===== src/rtl/pipe_ctrl_if.sv =====
// Pipeline-control bundle between the hazard/flush controller and the datapath stages.
// The slave modport is the controller side; master is the datapath/test side.
interface pipe_ctrl_if;
   // Level-qualified, no handshake: the datapath presents jump/hazard/busy status every
   // cycle and the controller answers combinationally in that same cycle; no ready path.
   logic        jump_en_i;
   logic [31:0] jump_addr_i;
   logic [4:0]  id_rs1_addr_i;
   logic [4:0]  id_rs2_addr_i;
   logic [4:0]  ex_rd_addr_i;
   logic        ex_mem_rd_i;
   logic        ex_busy_i;
   logic        jump_en_o;
   logic [31:0] jump_addr_o;
   logic        hold_flag_o;
   logic        stall_o;
   logic        ex_stall_o;
   logic [1:0]  state_o;
   logic [31:0] stall_cnt_o;
   logic [31:0] flush_cnt_o;

   modport slave (
      input  jump_en_i, jump_addr_i, id_rs1_addr_i, id_rs2_addr_i, ex_rd_addr_i,
             ex_mem_rd_i, ex_busy_i,
      output jump_en_o, jump_addr_o, hold_flag_o, stall_o, ex_stall_o, state_o,
             stall_cnt_o, flush_cnt_o
   );

   modport master (
      output jump_en_i, jump_addr_i, id_rs1_addr_i, id_rs2_addr_i, ex_rd_addr_i,
             ex_mem_rd_i, ex_busy_i,
      input  jump_en_o, jump_addr_o, hold_flag_o, stall_o, ex_stall_o, state_o,
             stall_cnt_o, flush_cnt_o
   );
endinterface


===== src/rtl/pipe_ctrl.sv =====
// Pipeline hazard controller: busy stalls, jump flushes and load-use bubbles.
// Optional performance counters are built only when PIPE_CTRL_PERF_EN is defined.
module pipe_ctrl #(
   parameter int unsigned LOAD_STALL_CYC = 1
) (
   input logic        clk,
   input logic        rst,
   pipe_ctrl_if.slave bus
);

   typedef enum logic [1:0] {
      IDLE       = 2'd0,
      FLUSH      = 2'd1,
      LOAD_STALL = 2'd2,
      BUSY_STALL = 2'd3
   } state_e;

   localparam logic [2:0] CNT_RELOAD = 3'(LOAD_STALL_CYC - 1);

   state_e      state_q, state_d;
   logic [2:0]  cnt_q, cnt_d;
   logic        hazard;
   logic        jump_en;
   logic [31:0] jump_addr;
   logic        hold;
   logic        stall;
   logic        ex_stall;

   always_comb begin
      hazard    = bus.ex_mem_rd_i && (bus.ex_rd_addr_i != 5'd0) &&
                  ((bus.ex_rd_addr_i == bus.id_rs1_addr_i) ||
                   (bus.ex_rd_addr_i == bus.id_rs2_addr_i));
      state_d   = IDLE;
      cnt_d     = 3'd0;
      jump_en   = 1'b0;
      jump_addr = 32'd0;
      hold      = 1'b0;
      stall     = 1'b0;
      ex_stall  = 1'b0;

      // Busy beats everything: a jump resolved under a frozen ex is not real yet.
      if (bus.ex_busy_i) begin
         stall    = 1'b1;
         ex_stall = 1'b1;
         state_d  = BUSY_STALL;
      end else if (bus.jump_en_i) begin
         jump_en   = 1'b1;
         jump_addr = bus.jump_addr_i;
         hold      = 1'b1;
         state_d   = FLUSH;
      end else begin
         case (state_q)
            LOAD_STALL: begin
               stall = 1'b1;
               hold  = 1'b1;
               if (cnt_q > 3'd1) begin
                  cnt_d   = cnt_q - 3'd1;
                  state_d = LOAD_STALL;
               end
            end
            FLUSH: begin
               hold = 1'b1;
            end
            IDLE: begin
               if (hazard) begin
                  stall = 1'b1;
                  hold  = 1'b1;
                  cnt_d = CNT_RELOAD;
                  if (LOAD_STALL_CYC > 1) state_d = LOAD_STALL;
               end
            end
            default: ;
         endcase
      end
   end

   always_ff @(posedge clk or negedge rst) begin
      if (!rst) begin
         state_q <= IDLE;
         cnt_q   <= 3'd0;
      end else begin
         state_q <= state_d;
         cnt_q   <= cnt_d;
      end
   end

   // Outputs are combinational, so they are gated to keep them quiet during reset.
   assign bus.jump_en_o   = rst & jump_en;
   assign bus.jump_addr_o = rst ? jump_addr : 32'd0;
   assign bus.hold_flag_o = rst & hold;
   assign bus.stall_o     = rst & stall;
   assign bus.ex_stall_o  = rst & ex_stall;
   assign bus.state_o     = state_q;

`ifdef PIPE_CTRL_PERF_EN
   logic [31:0] stall_cnt_q, stall_cnt_d;
   logic [31:0] flush_cnt_q, flush_cnt_d;

   always_comb begin
      stall_cnt_d = stall_cnt_q;
      flush_cnt_d = flush_cnt_q;
      if (stall && (stall_cnt_q != 32'hFFFF_FFFF)) stall_cnt_d = stall_cnt_q + 32'd1;
      if (jump_en && (flush_cnt_q != 32'hFFFF_FFFF)) flush_cnt_d = flush_cnt_q + 32'd1;
   end

   always_ff @(posedge clk or negedge rst) begin
      if (!rst) begin
         stall_cnt_q <= 32'd0;
         flush_cnt_q <= 32'd0;
      end else begin
         stall_cnt_q <= stall_cnt_d;
         flush_cnt_q <= flush_cnt_d;
      end
   end

   assign bus.stall_cnt_o = stall_cnt_q;
   assign bus.flush_cnt_o = flush_cnt_q;
`else
   assign bus.stall_cnt_o = 32'd0;
   assign bus.flush_cnt_o = 32'd0;
`endif

endmodule

===== src/flat_wrapper.sv =====
// flat-port wrapper written by rule: the top's interface ports become plain ports
module pipe_ctrl_flat 
#(
   parameter int unsigned LOAD_STALL_CYC = 1
)
  (clk, rst, bus_jump_en_i, bus_jump_addr_i, bus_id_rs1_addr_i, bus_id_rs2_addr_i, bus_ex_rd_addr_i, bus_ex_mem_rd_i, bus_ex_busy_i, bus_jump_en_o, bus_jump_addr_o, bus_hold_flag_o, bus_stall_o, bus_ex_stall_o, bus_state_o, bus_stall_cnt_o, bus_flush_cnt_o);
  pipe_ctrl_if bus_i ();
  input logic clk;
  input logic rst;
  input wire logic [$bits(bus_i.jump_en_i)-1:0] bus_jump_en_i;
  input wire logic [$bits(bus_i.jump_addr_i)-1:0] bus_jump_addr_i;
  input wire logic [$bits(bus_i.id_rs1_addr_i)-1:0] bus_id_rs1_addr_i;
  input wire logic [$bits(bus_i.id_rs2_addr_i)-1:0] bus_id_rs2_addr_i;
  input wire logic [$bits(bus_i.ex_rd_addr_i)-1:0] bus_ex_rd_addr_i;
  input wire logic [$bits(bus_i.ex_mem_rd_i)-1:0] bus_ex_mem_rd_i;
  input wire logic [$bits(bus_i.ex_busy_i)-1:0] bus_ex_busy_i;
  output wire logic [$bits(bus_i.jump_en_o)-1:0] bus_jump_en_o;
  output wire logic [$bits(bus_i.jump_addr_o)-1:0] bus_jump_addr_o;
  output wire logic [$bits(bus_i.hold_flag_o)-1:0] bus_hold_flag_o;
  output wire logic [$bits(bus_i.stall_o)-1:0] bus_stall_o;
  output wire logic [$bits(bus_i.ex_stall_o)-1:0] bus_ex_stall_o;
  output wire logic [$bits(bus_i.state_o)-1:0] bus_state_o;
  output wire logic [$bits(bus_i.stall_cnt_o)-1:0] bus_stall_cnt_o;
  output wire logic [$bits(bus_i.flush_cnt_o)-1:0] bus_flush_cnt_o;
  assign bus_i.jump_en_i = bus_jump_en_i;
  assign bus_i.jump_addr_i = bus_jump_addr_i;
  assign bus_i.id_rs1_addr_i = bus_id_rs1_addr_i;
  assign bus_i.id_rs2_addr_i = bus_id_rs2_addr_i;
  assign bus_i.ex_rd_addr_i = bus_ex_rd_addr_i;
  assign bus_i.ex_mem_rd_i = bus_ex_mem_rd_i;
  assign bus_i.ex_busy_i = bus_ex_busy_i;
  assign bus_jump_en_o = bus_i.jump_en_o;
  assign bus_jump_addr_o = bus_i.jump_addr_o;
  assign bus_hold_flag_o = bus_i.hold_flag_o;
  assign bus_stall_o = bus_i.stall_o;
  assign bus_ex_stall_o = bus_i.ex_stall_o;
  assign bus_state_o = bus_i.state_o;
  assign bus_stall_cnt_o = bus_i.stall_cnt_o;
  assign bus_flush_cnt_o = bus_i.flush_cnt_o;
  pipe_ctrl #(.LOAD_STALL_CYC(LOAD_STALL_CYC)) u_core (.clk(clk), .rst(rst), .bus(bus_i));
endmodule

===== config.mk =====
export PLATFORM = sky130hd
export DESIGN_NAME = pipe_ctrl_flat
export DESIGN_NICKNAME = d
export VERILOG_FILES = /design/src/rtl/pipe_ctrl_if.sv /design/src/rtl/pipe_ctrl.sv /design/src/flat_wrapper.sv
export SDC_FILE = /design/constraint.sdc
export NUM_CORES = 1
export LEC_CHECK = 0
export BUFFER_PORTS_ARGS = -buffer_cell sky130_fd_sc_hd__buf_2
export CORE_MARGIN = 2
export CORE_UTILIZATION = 34
export DETAILED_ROUTE_END_ITERATION = 12
export PLACE_DENSITY_LB_ADDON = 0.12
export SLEW_MARGIN = 10
export SYNTH_ARGS = -nofsm -noshare
export SYNTH_HDL_FRONTEND = slang
export SYNTH_SLANG_ARGS = --single-unit

===== constraint.sdc =====
create_clock -name clk -period 2.87 [get_ports clk]
set_input_delay 0.4305 -clock clk [delete_from_list [all_inputs] [get_ports clk]]
set_output_delay 0.4305 -clock clk [all_outputs]
set_load 0.05 [all_outputs]

==> impl_results.md, run 1 <==
* Most used flip-flop cell after synthesis: dfrtp_1
* Number of endpoints failing setup at the final stage at 0
* FF+latch count, synth at 5
* Worst setup path start: u_core.bus.state_o[1]$_DFF_PN0_
* Kind of end point of the critical path: output pin
* Top cells by area in the synthesized netlist: buf_4 42%, and2_1 18%, dfrtp_1 11%
* Share of synthesized flip-flops with an asynchronous set or reset at 1.00
* Total power at 0.484 mW
* Number of distinct library cell variants in the gate-level netlist after synthesis at 25
* Launch instance of the worst register-to-register path: u_core.cnt_q[0]$_DFF_PN0_
* Post-DR vias/cell at 3.54
* Area of the core at 0.00328 mm2
* Synth-to-layout area growth at 24.5%
* FF-to-FF path depth at 5
* Starting density of the core at 0.349
* Post-CTS Resized at 0
* Setup repair after global routing missed its margin: no
* Overflow left after global routing at 0
* Max-cap violations at 0
* DP HPWL at 2.05 mm
* Die area at 0.00385 mm2
* Result of the run: completed
* Clock Sink Count at 5
* Maximum fanout along the worst path at 4
* Total global routing track utilization at 0.0989
* Horiz. Die Dim at 62.0 um
* Vias post-DR at 1015
* Post-route worst hold slack at 18.5 ps
* Synth warn at 0
* Cell type with the highest aggregate area in the netlist: buf_4
* Data required time at the worst endpoint at 2440 ps
* FMAX at 496 MHz
* Wire length of the first global-routing pass at 2.85 mm
* Endpoint arrival time on the critical path at 1590 ps
* Clock root buffer: clkbuf_4
* Wirelength, routed at 2.33 mm
* Routed wire per std cell at 8.13 um
* Total setup buffers inserted after CTS at 0
* Core Rows at 21
* Die Y-Extent at 62.0 um
* Drt pass-1 iters at 2
* Initial antenna violation count at 0
* Total I/O pin count at 154
* Gate Count Post-Synth at 151
* Post-layout net count at 299
* Routability congestion estimate at 0.739
* Number of flops mapped to enable cells by yosys at 0
* Mean Syn Cell Area at 7.58 um2
* Number of hold buffers added after cts at 0
* Antenna diode count at 0
* Pwr dens at 340 mW/mm2
* Clock latency on the worst-skew pair at 240 ps
* Tcrit/Tclk final at 0.703
* Share of the synthesized area in the top cell type at 0.420
* Kind of start point of the critical path: flip-flop
* Post-synthesis cell area at 0.00114 mm2
* Proportion of synthesized chip area in sequential cells at 0.109
* Clock transition at the registers of the reported paths at 40 ps
* Number of H-tree levels at 1
* Clock period minus worst slack at 2020 ps
* Hold violation total from the final report at 0
* Via count of the first global-routing pass at 757
* Worst clock skew on the final layout at 1.67 ps
* Max Transition Viols Final at 0
* Maximum buffer depth of the clock tree at 2
* Accumulated negative setup slack at 0 ps
* Number of nets still failing antenna checks after routing at 0
* Maximum number of pins on one net before global-route repair at 35
* Top cell types by occurrence after synthesis: 64 x buf_4, 33 x and2_1, 10 x xor2_1
* Static leakage at 0.933 nW
* DR DRC count at 0
* Layout cells sized above 1 at 0.394
* Top-count cell post-synth: buf_4
* Number of inserted filler cells in the final layout at 364
* Peak supply drop at 0.217 mV
* Kind of critical path: reg2out
* Num CTS Buffers at 3
* Quantity of I/O buffers inserted on ports at 89
* Type of the most critical hold path: in2async
* Clock tree from TritonCTS: built
* Drt initial violations at 6
==> state kept, by name (all words and copies together) (netlist names) <==
| name | flops |
|---|---|
| u_core.cnt_q | 3 |
| u_core.bus.state_o | 2 |
==> layout by cell type, fill, tap and decap left out <==
| cell | instances |
|---|---|
| and3b_1 | 1 |
| clkbuf_1 | 1 |
| and2_1 | 33 |
| buf_4 | 1 |
| xnor2_1 | 1 |
| dfrtp_1 | 5 |
| or2_1 | 1 |
| or3_1 | 1 |
| ha_1 | 5 |
| conb_1 | 64 |
| clkbuf_4 | 3 |
| nor3b_1 | 1 |
| o311a_1 | 1 |
| a21oi_1 | 2 |
| nor2b_1 | 2 |
| o21ba_2 | 1 |
| o21ai_1 | 3 |
| a22oi_1 | 1 |
| nand2_1 | 2 |
| buf_2 | 89 |
| nor3_1 | 2 |
| or2_2 | 1 |
| nand2b_1 | 1 |
| inv_1 | 4 |
| xor2_1 | 10 |
| nor2_1 | 5 |
==> power breakdown <==
part / total, mW / switching (mW) / leakage, nW / internal [mW]
logic: 0.332 / 0.278 / 0.854 / 0.0540
clock network: 0.0788 / 0.0264 / 0.0150 / 0.0524
registers: 0.0736 / 0.00137 / 0.0639 / 0.0723
total: 0.484 / 0.306 / 0.933 / 0.179
==> critical path, cell delays in order, from the launching register on <==
cell and delay (ps):
dfrtp_1 400, ha_1 190, nor3b_1 280, nand2_1 80
o21ai_1 120, buf_2 270
==> through the flow <==
step           cells  instance area, um2   util  worst slack [ps]
2_1_floorplan    214                1380      -               603
3_3_place_gp     283                1400  0.426               889
3_5_place_dp     283                1400  0.426               875
4_1_cts          287                1430  0.434               805
5_1_grt          287                1430  0.434               693
6_report         287                1430  0.434               852
==> logic make-up after synthesis <==
group	Yosys count	share of synthesized area
AND/OR/NAND/NOR	50	0.259
flip-flops	5	0.109
AO/OA/AOI/OAI	8	0.0459
buffers and inverters	71	0.444
other	1	0.00328
XOR/XNOR	11	0.0842
adder cells (fa/ha/maj)	5	0.0546
==> metal layers <==
layer | GRT usage | share of wire | vias up
met3 | 0.0331 | 0.14 | 2
met2 | 0.182 | 0.51 | 83
met1 | 0.111 | 0.34 | 414
met5 | 0 | 0 | -
li1 | - | - | 516
met4 | 0.0182 | 0.0051 | 0
==> path summary, 6_finish.rpt <==
kind                                                    to  slack [ps]
max                                        bus_hold_flag_o         850
min                        u_core.bus.state_o[0]$_DFF_PN0_          20
max reg2reg                      u_core.cnt_q[2]$_DFF_PN0_        1560
min reg2reg                      u_core.cnt_q[0]$_DFF_PN0_         490
max in group asynchronous        u_core.cnt_q[2]$_DFF_PN0_        2700
min in group clk           u_core.bus.state_o[0]$_DFF_PN0_         440
==> cell type report <==
cell class,instances,area (um2),area share
Multi-Input combinational cell,138,748,0.525
Timing Repair Buffer,90,453,0.318
Sequential cell,5,125,0.0878
Tap cell,46,57.6,0.0404
Clock buffer,4,26.3,0.0184
Inverter,4,15.0,0.0105
No activity file was read; power rests on OpenSTA's default activity.
==> run 2: changes to the inputs <==
Settings changed: CORE_UTILIZATION 34 to 32.
Clock period 2.87 ns to 1.9 ns, I/O delays scaled along.
==> run 2 against run 1 <==
Effect of this change: combinational power grew 54%; total power up 53%; cell area grew 2.6%; via count increased by 3.1%; clock power up 51%; largest power group unchanged.
==> impl_results.md, run 2 (synthesized netlist as in run 1, its figures left out) <==
* Routed wire per std cell at 8.62 um (+6.1%)
* Maximum number of pins on one net before global-route repair at 35 (unchanged)
* Critical Path End: bus_stall_o
* Drt initial violations at 19 (+13)
* Worst setup slack for register-to-register paths at 580 ps (-980 ps)
* Launch instance of the worst register-to-register path: u_core.cnt_q[0]$_DFF_PN0_
* Antenna diode count at 0 (unchanged)
* Type of the most critical hold path: in2reg
* Setup repair after global routing missed its margin: no
* Data required time at the worst endpoint at 1620 ps (-820 ps)
* Post-layout net count at 300 (+0.33%)
* FF-to-FF path depth at 5 (unchanged)
* FMAX at 571 MHz
* Post-DR vias/cell at 3.63 (+2.7%)
* Clock latency on the worst-skew pair at 230 ps (about the same)
* Die Y-Extent at 63.8 um (+2.9%)
* Net Sw Power at 0.464 mW (+52%)
* Total I/O pin count at 154 (unchanged)
* Starting density of the core at 0.338 (-0.0108)
* Logic gate share of total power at 0.689 (+0.004)
* Quantity of I/O buffers inserted on ports at 89 (unchanged)
* Number of nets still failing antenna checks after routing at 0 (unchanged)
* Pwr dens at 506 mW/mm2 (+49%)
* Total global routing track utilization at 0.106 (+0.00666)
* Number of H-tree levels at 1 (unchanged)
* Max Transition Viols Final at 0 (unchanged)
* Endpoint arrival time on the critical path at 1470 ps (-120 ps)
* Kind of start point of the critical path: flip-flop
* Leading cell type in the layout, fill and taps excluded: buf_2
* Number of endpoints failing setup at the final stage at 0 (unchanged)
* Accumulated negative setup slack at 0 ps (unchanged)
* Flip-flop count of the largest register after layout at 3 (unchanged)
* Worst r2r dst: u_core.cnt_q[2]$_DFF_PN0_
* Overflow left after global routing at 0 (unchanged)
* Static leakage at 0.945 nW (+1.4%)
* Via count of the first global-routing pass at 839 (+11%)
* Max-cap violations at 0 (unchanged)
* Total internal power at 0.275 mW (+54%)
* Hold violation total from the final report at 0 (unchanged)
* Area occupied by multi-input gates at 761 um2 (+1.7%)
* Clock tree from TritonCTS: built
* Flop pwr share at 0.150 (-0.002)
* DR DRC count at 0 (unchanged)
* Layout cells sized above 1 at 0.405 (+0.0108)
* Wirelength, routed at 2.48 mm (+6.4%)
* Area of the core at 0.00339 mm2 (+3.2%)
* Kind of end point of the critical path: output pin
* Sequential standard cell area at 125 um2 (unchanged)
* Clock root buffer: clkbuf_4
* Num CTS Buffers at 3 (unchanged)
* Tcrit/Tclk final at 0.922
* Vias post-DR at 1046 (+3.1%)
* Wire length of the first global-routing pass at 3.48 mm (+22%)
* Kind of critical path: reg2out
* Peak supply drop at 0.226 mV (+3.8%)
* Drt pass-1 iters at 4 (+2)
* Top register by number of flip-flops: u_core.cnt_q
* Core Rows at 21 (unchanged)
* Worst setup path start: u_core.bus.state_o[0]$_DFF_PN0_
* Maximum buffer depth of the clock tree at 2 (unchanged)
* Total power at 0.740 mW (+53%)
* Part of the total power dissipated in the clock network at 0.161 (-0.002)
* Number of inserted filler cells in the final layout at 368 (+1.1%)
* Worst clock skew on the final layout at 1.24 ps (-0.430 ps)
* Top library cells by usage in the layout, fill and taps aside: 88 x buf_2, 64 x conb_1, 33 x and2_1
* Routability congestion estimate at 0.708 (-4.1%)
* Horiz. Die Dim at 63.8 um (+2.9%)
* Synth-to-layout area growth at 27.8%
* Switching part of the total power at 0.628 (-0.00328)
* Initial antenna violation count at 0 (unchanged)
* Maximum fanout along the worst path at 3 (-1)
* Clock period minus worst slack at 1750 ps
* Clock Sink Count at 5 (unchanged)
* DP HPWL at 2.15 mm (+4.4%)
* Post-route worst hold slack at 305 ps (+287 ps)
* Clock transition at the registers of the reported paths at 40 ps (about the same)
* Die area at 0.00407 mm2 (+5.9%)
* Result of the run: completed
[run 2: final cells by class]
class                           count  share of cell area
Inverter                            4              0.0103
Multi-Input combinational cell    138               0.520
Timing Repair Buffer               91               0.327
Clock buffer                        4              0.0180
Sequential cell                     5              0.0855
Tap cell                           46              0.0393
[run 2: power groups by stage]
stage | registers, mW | clock network [mW] | logic, mW
6_report | 0.111 | 0.119 | 0.510
5_1_grt | 0.111 | 0.137 | 0.533
4_1_cts | 0.111 | 0.123 | 0.509
3_5_place_dp | 0.112 | 0 | 0.505
3_3_place_gp | 0.112 | 0 | 0.505
2_1_floorplan | 0.120 | 0 | 0.509
[run 2: layer usage]
layer	share of wire	track usage	wire length (um)	vias to the layer above
met2	0.52	0.206	1290	84
met3	0.15	0.0352	374	0
met5	0	0	0	-
met4	0	0.0245	0	0
met1	0.33	0.106	815	442
li1	-	-	-	520
[run 2: critical path, stage by stage (launching register included)]
cell and delay, ps:
dfrtp_1 380, inv_1 90, ha_1 150, o311a_1 180
nand2_1 60, o21ai_2 90, buf_2 270
[run 2: worst min-delay path by stage]
stage	from	cells past startpoint	endpoint	slack, ps
after CTS	bus_jump_en_i	2	u_core.bus.state_o[0]$_DFF_PN0_	310
after floorplan	rst	0	u_core.bus.state_o[0]$_DFF_PN0_	-10
final	bus_jump_en_i	2	u_core.bus.state_o[0]$_DFF_PN0_	310
after detailed placement	rst	1	u_core.cnt_q[0]$_DFF_PN0_	130
after global placement	rst	1	u_core.cnt_q[0]$_DFF_PN0_	130
after global routing	bus_jump_en_i	2	u_core.bus.state_o[0]$_DFF_PN0_	310
[run 2: repair_timing]
item / in CTS / in global routing
resized for setup: 0 / 2
endpoints found under the setup margin: 0 / 1
endpoints found under the hold margin: 5 / 0
hold buffers: 1 / 0
buffers inserted: 0 / 0
[run 2: stage by stage]
stage,std cells,utilization,area [um2],setup slack (ps)
final,288,0.432,1460,148
after global routing,288,0.432,1460,39.3
after CTS,288,0.429,1460,49.6
after detailed placement,283,0.419,1420,174
after global placement,283,0.419,1420,172
after floorplan,214,-,1390,23.6
